$ cat src/rtl/eth_10g_send_to_10gmac.sv
// eth_10g_send_to_10gmac
// Transmit-side mate of the 10G receive parser. It builds Ethernet/IPv4/UDP
// frames from a show-ahead payload FIFO and drives the 10G MAC Avalon-ST TX
// port with 64-bit beats, first byte on [63:56]. The MAC appends the FCS and
// pads frames shorter than 60 bytes.
//
// Build option: define ETH_TX_ARP_REPLY_EN to include the ARP reply path.
// Without it, arp_op is ignored and only UDP frames are produced.
module eth_10g_send_to_10gmac #(
    parameter logic [15:0] SRC_PORT  = 16'd1234,
    parameter logic [15:0] DST_PORT  = 16'd1234,
    parameter logic [7:0]  TTL       = 8'h40,
    parameter logic [7:0]  MAX_WORDS = 8'd184
) (
    input  logic        clk_156_25,
    input  logic        rst_n,
    input  logic        tx_start,
    input  logic [7:0]  tx_len,
    input  logic        arp_op,
    input  logic [47:0] mac_src_addr,
    input  logic [47:0] mac_dst_addr,
    input  logic [31:0] ip_src_addr,
    input  logic [31:0] ip_dst_addr,
    input  logic [63:0] rd_data,
    input  logic        rd_empty,
    output logic        rd_req,
    input  logic        avalon_st_tx_ready,
    output logic        avalon_st_tx_valid,
    output logic        avalon_st_tx_startofpacket,
    output logic        avalon_st_tx_endofpacket,
    output logic [63:0] avalon_st_tx_data,
    output logic [2:0]  avalon_st_tx_empty,
    output logic        avalon_st_tx_error,
    output logic        tx_busy,
    output logic        tx_done
);

    typedef enum logic [2:0] {
        S_IDLE,
        S_CSUM1,
        S_CSUM2,
        S_HDR,
        S_PAY,
        S_TAIL
`ifdef ETH_TX_ARP_REPLY_EN
        , S_ARP
`endif
    } state_t;

    state_t      state;
    logic [2:0]  beat_idx;
    logic [7:0]  pay_cnt;
    logic [7:0]  len_r;
    logic [7:0]  len_pend;
    logic        udp_pend;
    logic [15:0] ip_id;
    logic [31:0] csum_sum;
    logic [15:0] hdr_csum;
    logic [15:0] prev;

    logic [15:0] total_len;
    logic [15:0] udp_len;
    logic [31:0] csum_in;
    logic        accept;

`ifdef ETH_TX_ARP_REPLY_EN
    logic        arp_pend;
`else
    logic        unused_arp;
    assign unused_arp = arp_op;
`endif

    // Fold the 32-bit ones-complement sum twice and invert it.
    function automatic logic [15:0] csum_fold(input logic [31:0] s);
        logic [16:0] f1;
        logic [16:0] f2;
        f1 = {1'b0, s[15:0]} + {1'b0, s[31:16]};
        f2 = {1'b0, f1[15:0]} + {16'h0, f1[16]};
        return ~f2[15:0];
    endfunction

    assign total_len = 16'd28 + {5'd0, len_r, 3'd0};
    assign udp_len   = 16'd8  + {5'd0, len_r, 3'd0};

    // Ten IPv4 header halfwords with the checksum field taken as zero.
    assign csum_in = 32'h0000_4500 + {16'h0, total_len} + {16'h0, ip_id}
                   + 32'h0000_4000 + {16'h0, TTL, 8'h11}
                   + {16'h0, ip_src_addr[31:16]} + {16'h0, ip_src_addr[15:0]}
                   + {16'h0, ip_dst_addr[31:16]} + {16'h0, ip_dst_addr[15:0]};

    assign accept             = avalon_st_tx_valid && avalon_st_tx_ready;
    assign rd_req             = (state == S_PAY) && accept;
    assign avalon_st_tx_error = 1'b0;

    // Beat decode: outputs depend only on registered state (and the FIFO head
    // in PAY), so they stay stable while the MAC withholds ready.
    always_comb begin
        avalon_st_tx_valid         = 1'b0;
        avalon_st_tx_startofpacket = 1'b0;
        avalon_st_tx_endofpacket   = 1'b0;
        avalon_st_tx_data          = 64'h0;
        avalon_st_tx_empty         = 3'd0;
        case (state)
            S_HDR: begin
                avalon_st_tx_valid         = 1'b1;
                avalon_st_tx_startofpacket = (beat_idx == 3'd0);
                case (beat_idx)
                    3'd0:    avalon_st_tx_data = {mac_dst_addr, mac_src_addr[47:32]};
                    3'd1:    avalon_st_tx_data = {mac_src_addr[31:0], 16'h0800, 16'h4500};
                    3'd2:    avalon_st_tx_data = {total_len, ip_id, 16'h4000, TTL, 8'h11};
                    3'd3:    avalon_st_tx_data = {hdr_csum, ip_src_addr, ip_dst_addr[31:16]};
                    3'd4:    avalon_st_tx_data = {ip_dst_addr[15:0], SRC_PORT, DST_PORT, udp_len};
                    default: avalon_st_tx_data = 64'h0;
                endcase
            end
            S_PAY: begin
                // The first beat's top halfword is the zero UDP checksum.
                avalon_st_tx_valid = !rd_empty;
                avalon_st_tx_data  = {prev, rd_data[63:16]};
            end
            S_TAIL: begin
                avalon_st_tx_valid       = 1'b1;
                avalon_st_tx_data        = {prev, 48'h0};
                avalon_st_tx_endofpacket = 1'b1;
                avalon_st_tx_empty       = 3'd6;
            end
`ifdef ETH_TX_ARP_REPLY_EN
            S_ARP: begin
                avalon_st_tx_valid         = 1'b1;
                avalon_st_tx_startofpacket = (beat_idx == 3'd0);
                case (beat_idx)
                    3'd0:    avalon_st_tx_data = {mac_dst_addr, mac_src_addr[47:32]};
                    3'd1:    avalon_st_tx_data = {mac_src_addr[31:0], 16'h0806, 16'h0001};
                    3'd2:    avalon_st_tx_data = {16'h0800, 8'h06, 8'h04, 16'h0002, mac_src_addr[47:32]};
                    3'd3:    avalon_st_tx_data = {mac_src_addr[31:0], ip_src_addr};
                    3'd4:    avalon_st_tx_data = {mac_dst_addr, ip_dst_addr[31:16]};
                    3'd5: begin
                        avalon_st_tx_data        = {ip_dst_addr[15:0], 48'h0};
                        avalon_st_tx_endofpacket = 1'b1;
                        avalon_st_tx_empty       = 3'd6;
                    end
                    default: avalon_st_tx_data = 64'h0;
                endcase
            end
`endif
            default: ;
        endcase
    end

    // Frame sequencer: request latching, checksum, beat stepping and done/busy.
    always_ff @(posedge clk_156_25 or negedge rst_n) begin
        if (!rst_n) begin
            state    <= S_IDLE;
            beat_idx <= 3'd0;
            pay_cnt  <= 8'd0;
            len_r    <= 8'd0;
            len_pend <= 8'd0;
            udp_pend <= 1'b0;
            ip_id    <= 16'h0;
            csum_sum <= 32'h0;
            hdr_csum <= 16'h0;
            prev     <= 16'h0;
            tx_busy  <= 1'b0;
            tx_done  <= 1'b0;
`ifdef ETH_TX_ARP_REPLY_EN
            arp_pend <= 1'b0;
`endif
        end else begin
            tx_done <= 1'b0;
            case (state)
                S_IDLE: begin
`ifdef ETH_TX_ARP_REPLY_EN
                    // ARP replies win over a pending UDP frame.
                    if (arp_pend) begin
                        arp_pend <= 1'b0;
                        beat_idx <= 3'd0;
                        tx_busy  <= 1'b1;
                        state    <= S_ARP;
                    end else
`endif
                    if (udp_pend) begin
                        udp_pend <= 1'b0;
                        // Zero or oversized lengths are discarded silently.
                        if (len_pend != 8'd0 && len_pend <= MAX_WORDS) begin
                            len_r   <= len_pend;
                            tx_busy <= 1'b1;
                            state   <= S_CSUM1;
                        end
                    end
                end
                S_CSUM1: begin
                    csum_sum <= csum_in;
                    state    <= S_CSUM2;
                end
                S_CSUM2: begin
                    hdr_csum <= csum_fold(csum_sum);
                    beat_idx <= 3'd0;
                    state    <= S_HDR;
                end
                S_HDR: begin
                    if (accept) begin
                        if (beat_idx == 3'd4) begin
                            pay_cnt <= 8'd0;
                            prev    <= 16'h0;
                            state   <= S_PAY;
                        end else begin
                            beat_idx <= beat_idx + 3'd1;
                        end
                    end
                end
                S_PAY: begin
                    if (accept) begin
                        prev <= rd_data[15:0];
                        if (pay_cnt == len_r - 8'd1) begin
                            state <= S_TAIL;
                        end else begin
                            pay_cnt <= pay_cnt + 8'd1;
                        end
                    end
                end
                S_TAIL: begin
                    if (accept) begin
                        ip_id   <= ip_id + 16'd1;
                        tx_busy <= 1'b0;
                        tx_done <= 1'b1;
                        state   <= S_IDLE;
                    end
                end
`ifdef ETH_TX_ARP_REPLY_EN
                S_ARP: begin
                    if (accept) begin
                        if (beat_idx == 3'd5) begin
                            tx_busy <= 1'b0;
                            tx_done <= 1'b1;
                            state   <= S_IDLE;
                        end else begin
                            beat_idx <= beat_idx + 3'd1;
                        end
                    end
                end
`endif
                default: state <= S_IDLE;
            endcase
            // New pulses land after the IDLE consume so a same-cycle request is kept.
            if (tx_start) begin
                udp_pend <= 1'b1;
                len_pend <= tx_len;
            end
`ifdef ETH_TX_ARP_REPLY_EN
            if (arp_op) begin
                arp_pend <= 1'b1;
            end
`endif
        end
    end

endmodule

$ cat config.mk
export PLATFORM = sky130hd
export DESIGN_NAME = eth_10g_send_to_10gmac
export DESIGN_NICKNAME = d
export VERILOG_FILES = /design/src/rtl/eth_10g_send_to_10gmac.sv
export SDC_FILE = /design/constraint.sdc
export NUM_CORES = 1
export LEC_CHECK = 0
export BUFFER_PORTS_ARGS = -buffer_cell sky130_fd_sc_hd__buf_2
export CAP_MARGIN = 20
export CORE_ASPECT_RATIO = 1.4
export CORE_MARGIN = 2
export CORE_UTILIZATION = 40
export CTS_BUF_LIST = sky130_fd_sc_hd__clkbuf_16
export DETAILED_ROUTE_END_ITERATION = 7
export PLACE_DENSITY = 0.65
export SYNTH_ARGS = -nofsm -noshare
export SYNTH_HDL_FRONTEND = slang
export SYNTH_SLANG_ARGS = --single-unit
$ cat constraint.sdc
create_clock -name clk_156_25 -period 9.6 [get_ports clk_156_25]
set_input_delay 0 -clock clk_156_25 [delete_from_list [all_inputs] [get_ports clk_156_25]]
set_output_delay 0 -clock clk_156_25 [all_outputs]
set_load 0.02 [all_outputs]
After elaboration in Yosys (flattened, before gate mapping)
Cells that the tools add are included.

Bits in registers: 113. Input port bits: 238.

Add/sub/neg operators: 16. $lt $le $gt $ge: 1. Equality and inequality tests: 19. Muxes and demuxes: 34. Bitwise gates (word level): 1. Reductions and logical operators: 19.

Operators by type and width (number): $pmux W64 S5 (1); $pmux W64 S3 (1); $mux W16 (3); $add A16 B16 Y17 (2); $mux W8 (4); $pmux W16 S2 (1); $mux W3 (10); $add A22 B16 Y23 (1); $add A21 B16 Y22 (1); $add A20 B16 Y21 (1); $add A19 B16 Y20 (1); $add A18 B15 Y19 const B (1); $add A17 B15 Y18 const B (1); $pmux W3 S6 (1); $add A15 B12 Y16 const A (1); $add A16 B1 Y16 (1); $add A16 B1 Y16 const B (1); $ne A2 B2 Y1 const B (8); $not A16 Y16 (1); $pmux W8 S2 (1); $add A4 B11 Y12 const A (1); $add A5 B11 Y12 const A (1); $eq A3 B2 Y1 const B (4); $eq A3 B3 Y1 const B (3); other kinds (21) (39).

Longest topological paths before layout
Gate-level depths: netlist of the first run.

Depth after elaboration: 9. Mapped depth: 20. Depth with buffers taken out: 19.

Worst setup path before layout of the first run
No wires, ideal clock.

Path kind: reg2reg. Start: register len_r[2]. End: register csum_sum[17]. Setup time: 69 ps. Data arrival time: 4668 ps. Required time: 9531 ps. Slack: 4862 ps. Cell stages (with the launch flop): 19. Clock period less this slack: 4738 ps. Cell sequence: dfrtp_1 buf_1 and3_1 and3_1 nand2_1 or2_2 fa_1 inv_1 fa_1 fa_1 ha_1 ha_1 nand2_1 o21ai_0 nor2_1 a21oi_1 nor4_1 or4_1 nand3_1.

Longest elaborated chain between the ends: 9.

Ends and longest elaborated chain: start: declaration (line 53) `logic [7:0] len_r;`; start signal: assignment (line 185) `len_r <= len_pend;`; $add A5 B11 Y12 (line 82) `assign total_len = 16'd28 + {5'd0, len_r, 3'd0};`; $add A15 B12 Y16 (line 86) `assign csum_in = 32'h0000_4500 + {16'h0, total_len} + {16'h0, ip_id}`; $add A16 B16 Y17 (line 86); $add A17 B15 Y18 (line 87) `+ 32'h0000_4000 + {16'h0, TTL, 8'h11}`; $add A18 B15 Y19 (line 87); $add A19 B16 Y20 (line 88) `+ {16'h0, ip_src_addr[31:16]} + {16'h0, ip_src_addr[15:0]}`; $add A20 B16 Y21 (line 88); $add A21 B16 Y22 (line 89) `+ {16'h0, ip_dst_addr[31:16]} + {16'h0, ip_dst_addr[15:0]};`; $add A22 B16 Y23 (line 89); end signal: assignment (line 192) `csum_sum <= csum_in;`; end: declaration (line 57) `logic [31:0] csum_sum;`.

Every way passes these cells. A chain may end at the register's enable or synchronous reset.

Worst setup path in the final report of the first run
Start: register len_r[0]. End: register csum_sum[12].

The elaborated chain is that of the path after synthesis.

==> results of run 1 <==
-- per-layer routing --
metal	global-route usage	up-vias	routed length, um	part of all wire
met4	0.135	4	1680	0.045
li1	-	4517	-	-
met3	0.0441	87	2960	0.079
met5	0	-	30	0.00080
met2	0.476	509	17700	0.47
met1	0.383	4716	15000	0.40
-- per-stage QoR --
step	hold slack (ns)	area, um^2	util
after floorplan	-0.296	9690	-
after global placement	0.0510	11500	0.480
after detailed placement	0.0569	11500	0.480
after CTS	0.0664	12000	0.504
after global routing	0.106	12000	0.504
final	0.0833	12000	0.504
-- cells by family (layout without fill, tap and decap cells) --
logic type,Yosys count,count (layout),share of synthesized area
simple gates,291,291,0.141
compound gates,316,316,0.232
flops,100,100,0.258
xor+xnor,66,66,0.0597
buf+inv,205,500,0.0828
other cells,1,6,0.000387
fa+ha+maj,110,110,0.187
mux,34,34,0.0393
-- layout by cell type, fill, tap and decap left out, types with 5 or more instances in the layout --
| cell type | Yosys | layout |
|---|---|---|
| o21a_1 | 7 | 7 |
| nor2_1 | 43 | 41 |
| nor4_1 | 9 | 8 |
| dfrtp_1 | 100 | 100 |
| a21oi_1 | 30 | 30 |
| xor2_1 | 21 | 21 |
| or4_1 | 5 | 5 |
| fa_1 | 58 | 58 |
| nand2b_1 | 10 | 10 |
| a21o_1 | 5 | 5 |
| or3_1 | 6 | 6 |
| buf_2 | 7 | 307 |
| nor3_1 | 12 | 12 |
| o21ai_0 | 95 | 95 |
| and3_1 | 8 | 8 |
| buf_4 | 4 | 17 |
| a22o_1 | 44 | 44 |
| nand2_1 | 146 | 146 |
| mux2_2 | 32 | 32 |
| clkbuf_16 | 0 | 9 |
| inv_1 | 133 | 133 |
| nand3_1 | 23 | 23 |
| a222oi_1 | 16 | 16 |
| o21ai_1 | 8 | 8 |
| a221oi_1 | 13 | 13 |
| o31ai_1 | 10 | 10 |
| xnor2_1 | 45 | 45 |
| a22oi_1 | 43 | 43 |
| ha_1 | 52 | 51 |
| dlygate4sd3_1 | 0 | 26 |
-- cell type report --
class | instances | area share
Timing Repair Buffer | 351 | 0.160
Clock buffer | 9 | 0.0187
Sequential cell | 100 | 0.208
Tap cell | 310 | 0.0322
Inverter | 133 | 0.0415
Antenna cell | 4 | 0.000831
Multi-Input combinational cell | 819 | 0.533
Clock inverter | 7 | 0.00623
-- worst max-delay path by stage --
stage                         startpoint                  endpoint  slack, ns  depth (start not counted)
floorplan           len_r[2]$_DFFE_PN0P_  csum_sum[17]$_DFFE_PN0P_       4.86                         18
global placement    len_r[0]$_DFFE_PN0P_  csum_sum[12]$_DFFE_PN0P_       4.36                         15
detailed placement  len_r[0]$_DFFE_PN0P_  csum_sum[12]$_DFFE_PN0P_       4.30                         15
CTS                 len_r[0]$_DFFE_PN0P_  csum_sum[12]$_DFFE_PN0P_       4.20                         15
global route        len_r[0]$_DFFE_PN0P_  csum_sum[12]$_DFFE_PN0P_       3.93                         15
finish              len_r[0]$_DFFE_PN0P_  csum_sum[12]$_DFFE_PN0P_       4.15                         15
-- timing repair --
action	CTS	global route
buffers inserted	0	0
endpoints found under the hold margin	71	0
hold buffers	26	0
-- power groups by stage --
stage	registers, mW	clock network (mW)	logic (mW)
3_5_place_dp	0.772	0	2.76
4_1_cts	0.765	0.389	2.80
2_1_floorplan	0.659	0	2.05
5_1_grt	0.791	0.403	3.13
3_3_place_gp	0.768	0	2.74
6_report	0.773	0.384	2.82
-- flip-flops by register name, indices dropped and copies added, names as in the netlist, 8 cells and up --
signal and flops:
pay_cnt 8, len_r 8, len_pend 8, csum_sum 19, prev 16, ip_id 16
hdr_csum 16
-- critical path, cell delays in order (launching register included) --
cell and delay [ns]:
dfrtp_1 0.48, inv_1 0.28, ha_1 0.44, xor2_1 0.40, fa_1 0.50, fa_1 0.49
inv_1 0.08, fa_1 0.49, ha_1 0.30, ha_1 0.35, a21oi_1 0.27, o21bai_1 0.15
a2111oi_0 0.61, o41ai_1 0.19, xnor2_1 0.15, o21ai_0 0.16
==> results.md, run 1 <==
* Placer congestion estimate at 0.923
* Initial antenna violation count at 6
* Top post-synthesis cells by area: dfrtp_1, fa_1, ha_1
* Critical Path Start Type: register
* Via density at 5.67
* Worst skew pair latency at 0.36 ns
* CP required at 9.87 ns
* I/O Buffers at 308
* R2R depth at 15
* Worst-Margin Slew at 0.965 ns
* CTS resizes at 0
* Top FF cell, synth: dfrtp_1
* Vias at 9833
* Top cell type by total area after synthesis: dfrtp_1
* Tmin final at 5.45 ns
* Final WS setup at 4.15 ns
* Global-route usage over all layers at 0.293
* Final setup vio count at 0
* Row count at 67
* Clock transition at path regs at 0.07 ns
* Initial DRC Count at 877
* Initial Util at 0.405
* Top cell type's share of synthesized area at 0.258
* Worst Hold Class: in2reg
* Fin crit share at 0.568
* H-Tree Depth at 3
* Sink Count at 100
* Die Span X at 136 um
* WHS Endpoint: state[0]$_DFFE_PN0P_
* F_max at 183 MHz
* Clock tree buffer depth at 2
* Area growth, synth to finish at 24.4%
* Multi-input logic area at 0.00641 mm^2
* Count leader, synth: nand2_1
* Layout cell share with drive strength beyond 1 at 0.278
* Sequential fraction of the synthesis area at 0.258
* Lkg Pwr at 5.96 nW
* Final Power at 3.98 mW
* Gate Count Post-Synth at 1123
* Crit-path max FO at 8
* Net Sw Frac at 0.528
* Outcome: finished, final reports clean
* First-pass GRT wire length at 56100 um
* Core region area at 0.0239 mm^2
* Worst VDD drop at 0.171 mV
* Part of the power in registers at 0.194
* Non-Filler Instances at 1733
* Max-slew violation count at 0
* Seq cells post-synth at 100
* Sw Pwr at 2.10 mW
* CTS buffer count at 9
* Post-DP HPWL at 29800 um
* Commonest cells in the synthesized netlist: nand2_1, inv_1, dfrtp_1
* EDFF count, synth at 0
* Die ar. at 0.0255 mm^2
* Total routed wirelength at 37400 um
* Async set or reset register ratio after synthesis at 1.00
* Worst hold stages at 4
* Count of final hold-check violations at 0
* Worst reg2reg setup slack at 4.15 ns
* Unrepaired setup endpoints after global routing: no
* Register area at 0.00250 mm^2
* Crit Reg-Reg Startpoint: len_r[0]$_DFFE_PN0P_
* Antenna Nets Post-Route at 0
* Worst hold path startpoint: rd_empty
* Placed Cells at 1687
* Comb power frac at 0.709
* Critical Path Sink Type: register
* Worst reg2reg path endpoint: csum_sum[12]$_DFFE_PN0P_
* Grt total ovfl at 0
* Clock power share at 0.097
* # DRC at 0
* Crit path DAT at 5.73 ns
* Clk_skew at 0.00821 ns
* Synth warnings at 0
* CTS tree: built
* Setup TNS at 0 ns
* Avg WL per Cell at 21.6 um
* Max-slew headroom at 0.355
* Vias in the first global route at 9452
* Final nets at 1762
* DR pass1 iterations at 5
* Io pins at 312
* Power Internal at 1.88 mW
* # Max-Cap Violations at 0
* Synth cell types at 76
* PD cells at 330 mW/mm^2
* Filler cell count at 2305
* Mapped Avg Cell Area at 8.62 um^2
* Clock root buffer: clkbuf_16
* Pin count of the biggest net entering global routing at 65
* Die H at 188 um
* Syn Std Cell Area at 0.00968 mm^2
* CP Class: reg2reg
* Place WS at 4.30 ns
No activity file was read; power rests on OpenSTA's default activity.
==> inputs of run 2 (changes only) <==
--- a/config.mk
+++ b/config.mk
@@ -5,6 +5,7 @@
 export SDC_FILE = /design/constraint.sdc
 export NUM_CORES = 1
 export LEC_CHECK = 0
+export ABC_AREA = 1
 export BUFFER_PORTS_ARGS = -buffer_cell sky130_fd_sc_hd__buf_2
 export CAP_MARGIN = 20
 export CORE_ASPECT_RATIO = 1.4
==> constraint.sdc (replaced) <==
create_clock -name clk_156_25 -period 5.6 [get_ports clk_156_25]
set_input_delay 0 -clock clk_156_25 [delete_from_list [all_inputs] [get_ports clk_156_25]]
set_output_delay 0 -clock clk_156_25 [all_outputs]
set_load 0.02 [all_outputs]
==> run 2 against run 1 <==
Setup slack lost 3.6 ns. Final area increased by 1.8%. Synthesized cell count grew 20%. Largest power group unchanged.
==> results.md, run 2 <==
* Outcome: finished, final reports clean (unchanged)
* CTS resizes at 0 (unchanged)
* Gate Count Post-Synth at 1349 (was 1123)
* CP Cell Sequence: inv_1, ha_1, nor2_1, nand2_1, xor2_1, fa_1, inv_1, fa_1, inv_1, fa_1, fa_1, inv_1, ha_1, nand2_1, nor2_1, nand3_1, nand3_1, nand3_1, nand2_1, xor2_1, o21ai_0 (was inv_1, ha_1, xor2_1, fa_1, fa_1, inv_1, fa_1, ha_1, ha_1, a21oi_1, o21bai_1, a2111oi_0, o41ai_1, xnor2_1, o21ai_0)
* Layout cell share with drive strength beyond 1 at 0.215 (was 0.278)
* Sequential fraction of the synthesis area at 0.253 (was 0.258)
* Top post-synthesis cells by area: dfrtp_1, nand2_1, fa_1 (was dfrtp_1, fa_1, ha_1)
* Critical Path Sink Type: register (unchanged)
* Clk_skew at 0.0128 ns (was 0.00821 ns)
* Syn Std Cell Area at 0.00989 mm^2 (was 0.00968 mm^2)
* Top FF cell, synth: dfrtp_1 (unchanged)
* F_max at 197 MHz (was 183 MHz)
* CP required at 5.81 ns (was 9.87 ns)
* # Max-Cap Violations at 0 (unchanged)
* Post-DP HPWL at 31100 um (was 29800 um)
* Commonest cells in the synthesized netlist: nand2_1, inv_1, o21ai_0 (was nand2_1, inv_1, dfrtp_1)
* EDFF count, synth at 0 (unchanged)
* Count leader, synth: nand2_1 (unchanged)
* Clock transition at path regs at 0.08 ns (was 0.07 ns)
* Register area at 0.00250 mm^2 (unchanged)
* Synth cell types at 47 (was 76)
* Worst skew pair latency at 0.35 ns (was 0.36 ns)
* Biggest register: csum_sum (unchanged)
* Mapped Avg Cell Area at 7.33 um^2 (was 8.62 um^2)
* Lkg Pwr at 6.59 nW (was 5.96 nW)
* Fin crit share at 0.908 (was 0.568)
* Worst-Margin Slew at 1.01 ns (was 0.965 ns)
* Max reg flops at 19 (unchanged)
* Clock tree buffer depth at 2 (unchanged)
* Io pins at 312 (unchanged)
* Die ar. at 0.0260 mm^2 (was 0.0255 mm^2)
* Critical Path Start Type: register (unchanged)
* Top cell type by total area after synthesis: dfrtp_1 (unchanged)
* Initial antenna violation count at 1 (was 6)
* Crit path DAT at 5.29 ns (was 5.73 ns)
* Seq cells post-synth at 100 (unchanged)
* PD cells at 546 mW/mm^2 (was 330 mW/mm^2)
* # DRC at 0 (unchanged)
* Initial DRC Count at 719 (was 877)
* Die H at 190 um (was 188 um)
* Die Span X at 137 um (was 136 um)
* Via density at 5.33 (was 5.67)
* DR pass1 iterations at 6 (was 5)
* Post-CTS setup repair buffer count at 0 (unchanged)
* CTS tree: built (unchanged)
* Worst VDD drop at 0.361 mV (was 0.171 mV)
* Max-slew violation count at 0 (unchanged)
* Placer congestion estimate at 0.936 (was 0.923)
* Count of final hold-check violations at 0 (unchanged)
* Area growth, synth to finish at 24.0% (was 24.4%)
* CTS buffer count at 9 (unchanged)
* Crit-path slowest cell: fa_1 (was a2111oi_0)
* Fin Hold WS at 0.0448 ns (was 0.0833 ns)
* Unrepaired setup endpoints after global routing: no (unchanged)
* Final nets at 1997 (was 1762)
* Grt total ovfl at 0 (unchanged)
* First-pass GRT wire length at 57500 um (was 56100 um)
* Worst Hold Class: in2reg (unchanged)
* Clock root buffer: clkbuf_16 (unchanged)
* Row count at 68 (was 67)
* Final setup vio count at 0 (unchanged)
* Sink Count at 100 (unchanged)
* Tmin final at 5.08 ns (was 5.45 ns)
* Most frequent cells in the layout: nand2_1, buf_2, inv_1, o21ai_0, dfrtp_1 (was buf_2, nand2_1, inv_1, dfrtp_1, o21ai_0)
* Vias in the first global route at 10157 (was 9452)
* Multi-input logic area at 0.00629 mm^2 (was 0.00641 mm^2)
* Pin count of the biggest net entering global routing at 53 (was 65)
* Async set or reset register ratio after synthesis at 1.00 (unchanged)
* Vias at 10499 (was 9833)
* CP Class: reg2reg (unchanged)
* Max-slew headroom at 0.325 (was 0.355)
* I/O Buffers at 308 (unchanged)
* Top cell type's share of synthesized area at 0.253 (was 0.258)
* Synth warnings at 0 (unchanged)
* CTS Hold Bufs at 25 (was 26)
* Core region area at 0.0245 mm^2 (was 0.0239 mm^2)
* Initial Util at 0.403 (was 0.405)
* Crit-path max FO at 8 (unchanged)
* Antenna Nets Post-Route at 0 (unchanged)
* H-Tree Depth at 3 (unchanged)
* Filler cell count at 2512 (was 2305)
* Setup TNS at 0 ns (unchanged)
* CP max stage delay at 0.55 ns (was 0.61 ns)
* Most common cell after layout, fill and taps aside: nand2_1 (was buf_2)
* Avg WL per Cell at 19.6 um (was 21.6 um)
* Global-route usage over all layers at 0.295 (was 0.293)
* Total routed wirelength at 38500 um (was 37400 um)
## run 2: worst max-delay path: cells and delay by family (launching register included)
family                     cells  cell delay (ns)
and+or+nand+nor                8             0.98
DFF                            1             0.50
xor gates and xnor gates       2             0.36
AOI/OAI and AO/OA              1             0.10
adders and majority gates      6             2.63
buffers and inverters          4             0.38
## run 2: area by class of cell
type	instances	area share
Timing Repair Buffer	342	0.152
Clock inverter	7	0.00867
Multi-Input combinational cell	963	0.513
Clock buffer	9	0.0184
Tap cell	315	0.0321
Sequential cell	100	0.204
Antenna cell	1	0.000204
Inverter	233	0.0715
## run 2: logic make-up after synthesis
family / Yosys count / synth area share
and+or+nand+nor: 523 / 0.229
buffers and inverters: 287 / 0.113
AOI/OAI and AO/OA: 285 / 0.184
adders and majority gates: 110 / 0.183
DFF: 100 / 0.253
xor gates and xnor gates: 43 / 0.0381
other: 1 / 0.000379
## run 2: layer usage
layer / global-route usage / up-vias / routed length [um]
met2: 0.514 / 420 / 19500
li1: - / 4997 / -
met1: 0.365 / 4990 / 15100
met4: 0.136 / 0 / 1870
met5: 0 / - / 0
met3: 0.0290 / 92 / 2090
## run 2: path summary, 6_finish.rpt
path | start | endpoint | slack (ns) | cells past startpoint
max | len_r[0]$_DFFE_PN0P_ | csum_sum[16]$_DFFE_PN0P_ | 0.52 | 21
min | tx_start | len_pend[7]$_DFFE_PN0P_ | 0.04 | 3
max reg2reg | len_r[0]$_DFFE_PN0P_ | csum_sum[16]$_DFFE_PN0P_ | 0.52 | 21
min reg2reg | hdr_csum[12]$_DFFE_PN0P_ | hdr_csum[12]$_DFFE_PN0P_ | 0.49 | 2
max in group asynchronous | rst_n | len_r[4]$_DFFE_PN0P_ | 4.20 | 3
min in group asynchronous | rst_n | prev[12]$_DFFE_PN0P_ | 0.21 | 2
## run 2: report_power, final
group / leakage (nW) / internal, mW / switching [mW]
combinational: 5.22 / 1.70 / 3.02
clock: 0.161 / 0.400 / 0.317
sequential: 1.21 / 0.984 / 0.284
total: 6.59 / 3.08 / 3.62
## run 2: through the flow
step	cell area, um^2	utilization	total power [mW]	setup slack, ns	cells
global placement	11700	0.477	5.86	0.645	1928
CTS	12300	0.500	6.67	0.515	1969
finish	12300	0.500	6.70	0.518	1970
detailed placement	11700	0.477	5.89	0.574	1928
global route	12300	0.500	7.33	0.228	1970
floorplan	9890	-	4.54	1.20	1350
==> inputs of run 3 (changes only) <==
--- a/config.mk
+++ b/config.mk
@@ -8,8 +8,7 @@
 export ABC_AREA = 1
 export BUFFER_PORTS_ARGS = -buffer_cell sky130_fd_sc_hd__buf_2
 export CAP_MARGIN = 20
-export CORE_ASPECT_RATIO = 1.4
-export CORE_MARGIN = 2
+export CORE_MARGIN = 3
 export CORE_UTILIZATION = 40
 export CTS_BUF_LIST = sky130_fd_sc_hd__clkbuf_16
 export DETAILED_ROUTE_END_ITERATION = 7
==> constraint.sdc (replaced) <==
create_clock -name clk_156_25 -period 5.4 [get_ports clk_156_25]
set_input_delay 0 -clock clk_156_25 [delete_from_list [all_inputs] [get_ports clk_156_25]]
set_output_delay 0 -clock clk_156_25 [all_outputs]
set_load 0.02 [all_outputs]
==> run 3 against run 2 <==
Non-clock buffer count increased by 1. Die area increased by 2.4%. Final cell count increased by 0.25%. Highest routed layer is now met5.
==> results.md, run 3 (synthesis gave the netlist of run 2 again) <==
* Outcome: finished, final reports clean (unchanged)
* Io pins at 312 (unchanged)
* Clock root buffer: clkbuf_16 (unchanged)
* Tmin final at 4.80 ns (was 5.08 ns)
* Critical Path Sink Type: register (unchanged)
* CTS tree: built (unchanged)
* F_max at 209 MHz (was 197 MHz)
* Pin count of the biggest net entering global routing at 65 (was 53)
* Via density at 5.33 (about the same)
* Biggest register: csum_sum (unchanged)
* Max-slew violation count at 0 (unchanged)
* Post-DP HPWL at 31400 um (was 31100 um)
* Placer congestion estimate at 0.926 (was 0.936)
* Worst skew pair latency at 0.36 ns (was 0.35 ns)
* DR pass1 iterations at 5 (was 6)
* Most frequent cells in the layout: nand2_1, buf_2, inv_1, o21ai_0, dfrtp_1 (unchanged)
* Die Span X at 163 um (was 137 um)
* Avg WL per Cell at 19.7 um (was 19.6 um)
* Lkg Pwr at 6.57 nW (was 6.59 nW)
* Layout cell share with drive strength beyond 1 at 0.216 (was 0.215)
* Max-slew headroom at 0.378 (was 0.325)
* Critical Path Start Type: register (unchanged)
* Cell Area, Placed at 0.0117 mm^2 (about the same)
* Worst-Margin Slew at 0.928 ns (was 1.01 ns)
* Die H at 163 um (was 190 um)
* I/O Buffers at 308 (unchanged)
* CP Class: reg2reg (unchanged)
* Final nets at 1998 (was 1997)
* Antenna Nets Post-Route at 0 (unchanged)
* Max reg flops at 19 (unchanged)
* Clock transition at path regs at 0.08 ns (about the same)
* Non-Filler Instances at 1975 (was 1970)
* Post-CTS setup repair buffer count at 0 (unchanged)
* Count of final hold-check violations at 0 (unchanged)
* Worst VDD drop at 0.400 mV (was 0.361 mV)
* Total routed wirelength at 39000 um (was 38500 um)
* Crit-path max FO at 5 (was 8)
* Fin Hold WS at 0.0361 ns (was 0.0448 ns)
* Crit path DAT at 5.09 ns (was 5.29 ns)
* Most common cell after layout, fill and taps aside: nand2_1 (unchanged)
* Initial DRC Count at 815 (was 719)
* Area growth, synth to finish at 23.7% (was 24.0%)
* # DRC at 0 (unchanged)
* PD cells at 559 mW/mm^2 (was 546 mW/mm^2)
* Placed Cells at 1933 (was 1928)
* Design area at 0.0122 mm^2 (was 0.0123 mm^2)
* CTS buffer count at 9 (unchanged)
* Sink Count at 100 (unchanged)
* Initial Util at 0.414 (was 0.403)
* Clk_skew at 0.0134 ns (was 0.0128 ns)
* Clock tree buffer depth at 2 (unchanged)
* Final Power at 6.84 mW (was 6.70 mW)
* Die ar. at 0.0266 mm^2 (was 0.0260 mm^2)
* Grt total ovfl at 0 (unchanged)
* Vias at 10518 (was 10499)
* Final setup vio count at 0 (unchanged)
* # Max-Cap Violations at 0 (unchanged)
* Global-route usage over all layers at 0.287 (was 0.295)
* Fin crit share at 0.888 (was 0.908)
* First-pass GRT wire length at 57600 um (was 57500 um)
* Filler cell count at 2401 (was 2512)
* Row count at 56 (was 68)
* Worst Hold Class: in2reg (unchanged)
* H-Tree Depth at 3 (unchanged)
* Unrepaired setup endpoints after global routing: no (unchanged)
* Setup TNS at 0 ns (unchanged)
* Initial antenna violation count at 2 (was 1)
* Core region area at 0.0239 mm^2 (was 0.0245 mm^2)
* Vias in the first global route at 10231 (was 10157)
* CP required at 5.69 ns (was 5.81 ns)
run 3: cell types whose count changed in the layout (fill, tap and decap cells not counted), sizes merged:
cell      delta
clkinv       +2
bufinv       -2
inv          -1
clkinvlp     +1
buf          +1
run 3: timing repair:
item | 4_1_cts | 5_1_grt
hold endpoints to repair | 60 | 0
resized for setup | 0 | 0
hold buffers | 25 | 0
run 3: power by group:
part / switching (mW) / leakage (nW) / internal, mW
clock network: 0.327 / 0.137 / 0.321
logic: 3.13 / 5.22 / 1.76
registers: 0.284 / 1.21 / 1.02
run 3: layer usage:
metal  vias up  global-route usage  wire, um
met1      4937               0.379     16300
met4         2               0.118      1600
met3        71              0.0482      3060
met5         -                   0        12
li1       5016                   -         -
met2       492               0.467     18000
run 3: cell type report:
class / count / area [um^2] / area share
Multi-Input combinational cell: 963 / 6290 / 0.515
Sequential cell: 100 / 2500 / 0.205
Tap cell: 319 / 399 / 0.0326
Clock inverter: 7 / 60.1 / 0.00491
Clock buffer: 9 / 225 / 0.0184
Inverter: 233 / 877 / 0.0717
Timing Repair Buffer: 343 / 1870 / 0.153
Antenna cell: 1 / 2.50 / 0.000205
run 3: critical path, cell delays in order, from the launching register on:
cell and delay (ns):
dfrtp_1 0.41, inv_1 0.12, ha_1 0.23, nor2_1 0.22, xor2_1 0.38, fa_1 0.48
inv_1 0.08, fa_1 0.44, fa_1 0.43, inv_1 0.09, fa_1 0.42, inv_1 0.07
ha_1 0.27, a21o_1 0.17, a21oi_1 0.27, inv_1 0.10, a21o_1 0.19, nand2_1 0.08
nand2_1 0.05, nand2_1 0.06, nand3_1 0.06, nand2_1 0.10
run 3: final timing paths:
kind                                          start                  endpoint  slack (ns)  cells past startpoint
setup / recovery               len_r[1]$_DFFE_PN0P_  csum_sum[15]$_DFFE_PN0P_        0.60                     21
hold / removal                             tx_start   len_pend[1]$_DFFE_PN0P_        0.04                      3
setup reg to reg               len_r[1]$_DFFE_PN0P_  csum_sum[15]$_DFFE_PN0P_        0.60                     21
hold reg to reg            csum_sum[18]$_DFFE_PN0P_  csum_sum[18]$_DFFE_PN0P_        0.48                      1
max in group asynchronous                     rst_n    pay_cnt[3]$_DFFE_PN0P_        3.98                      3
min in group asynchronous                     rst_n     ip_id[15]$_DFFE_PN0P_        0.17                      2
run 3: metrics by stage:
step / setup slack, ns / util
global placement: 0.732 / 0.489
finish: 0.604 / 0.512
detailed placement: 0.650 / 0.489
global route: 0.324 / 0.512
floorplan: 0.998 / -
CTS: 0.627 / 0.512
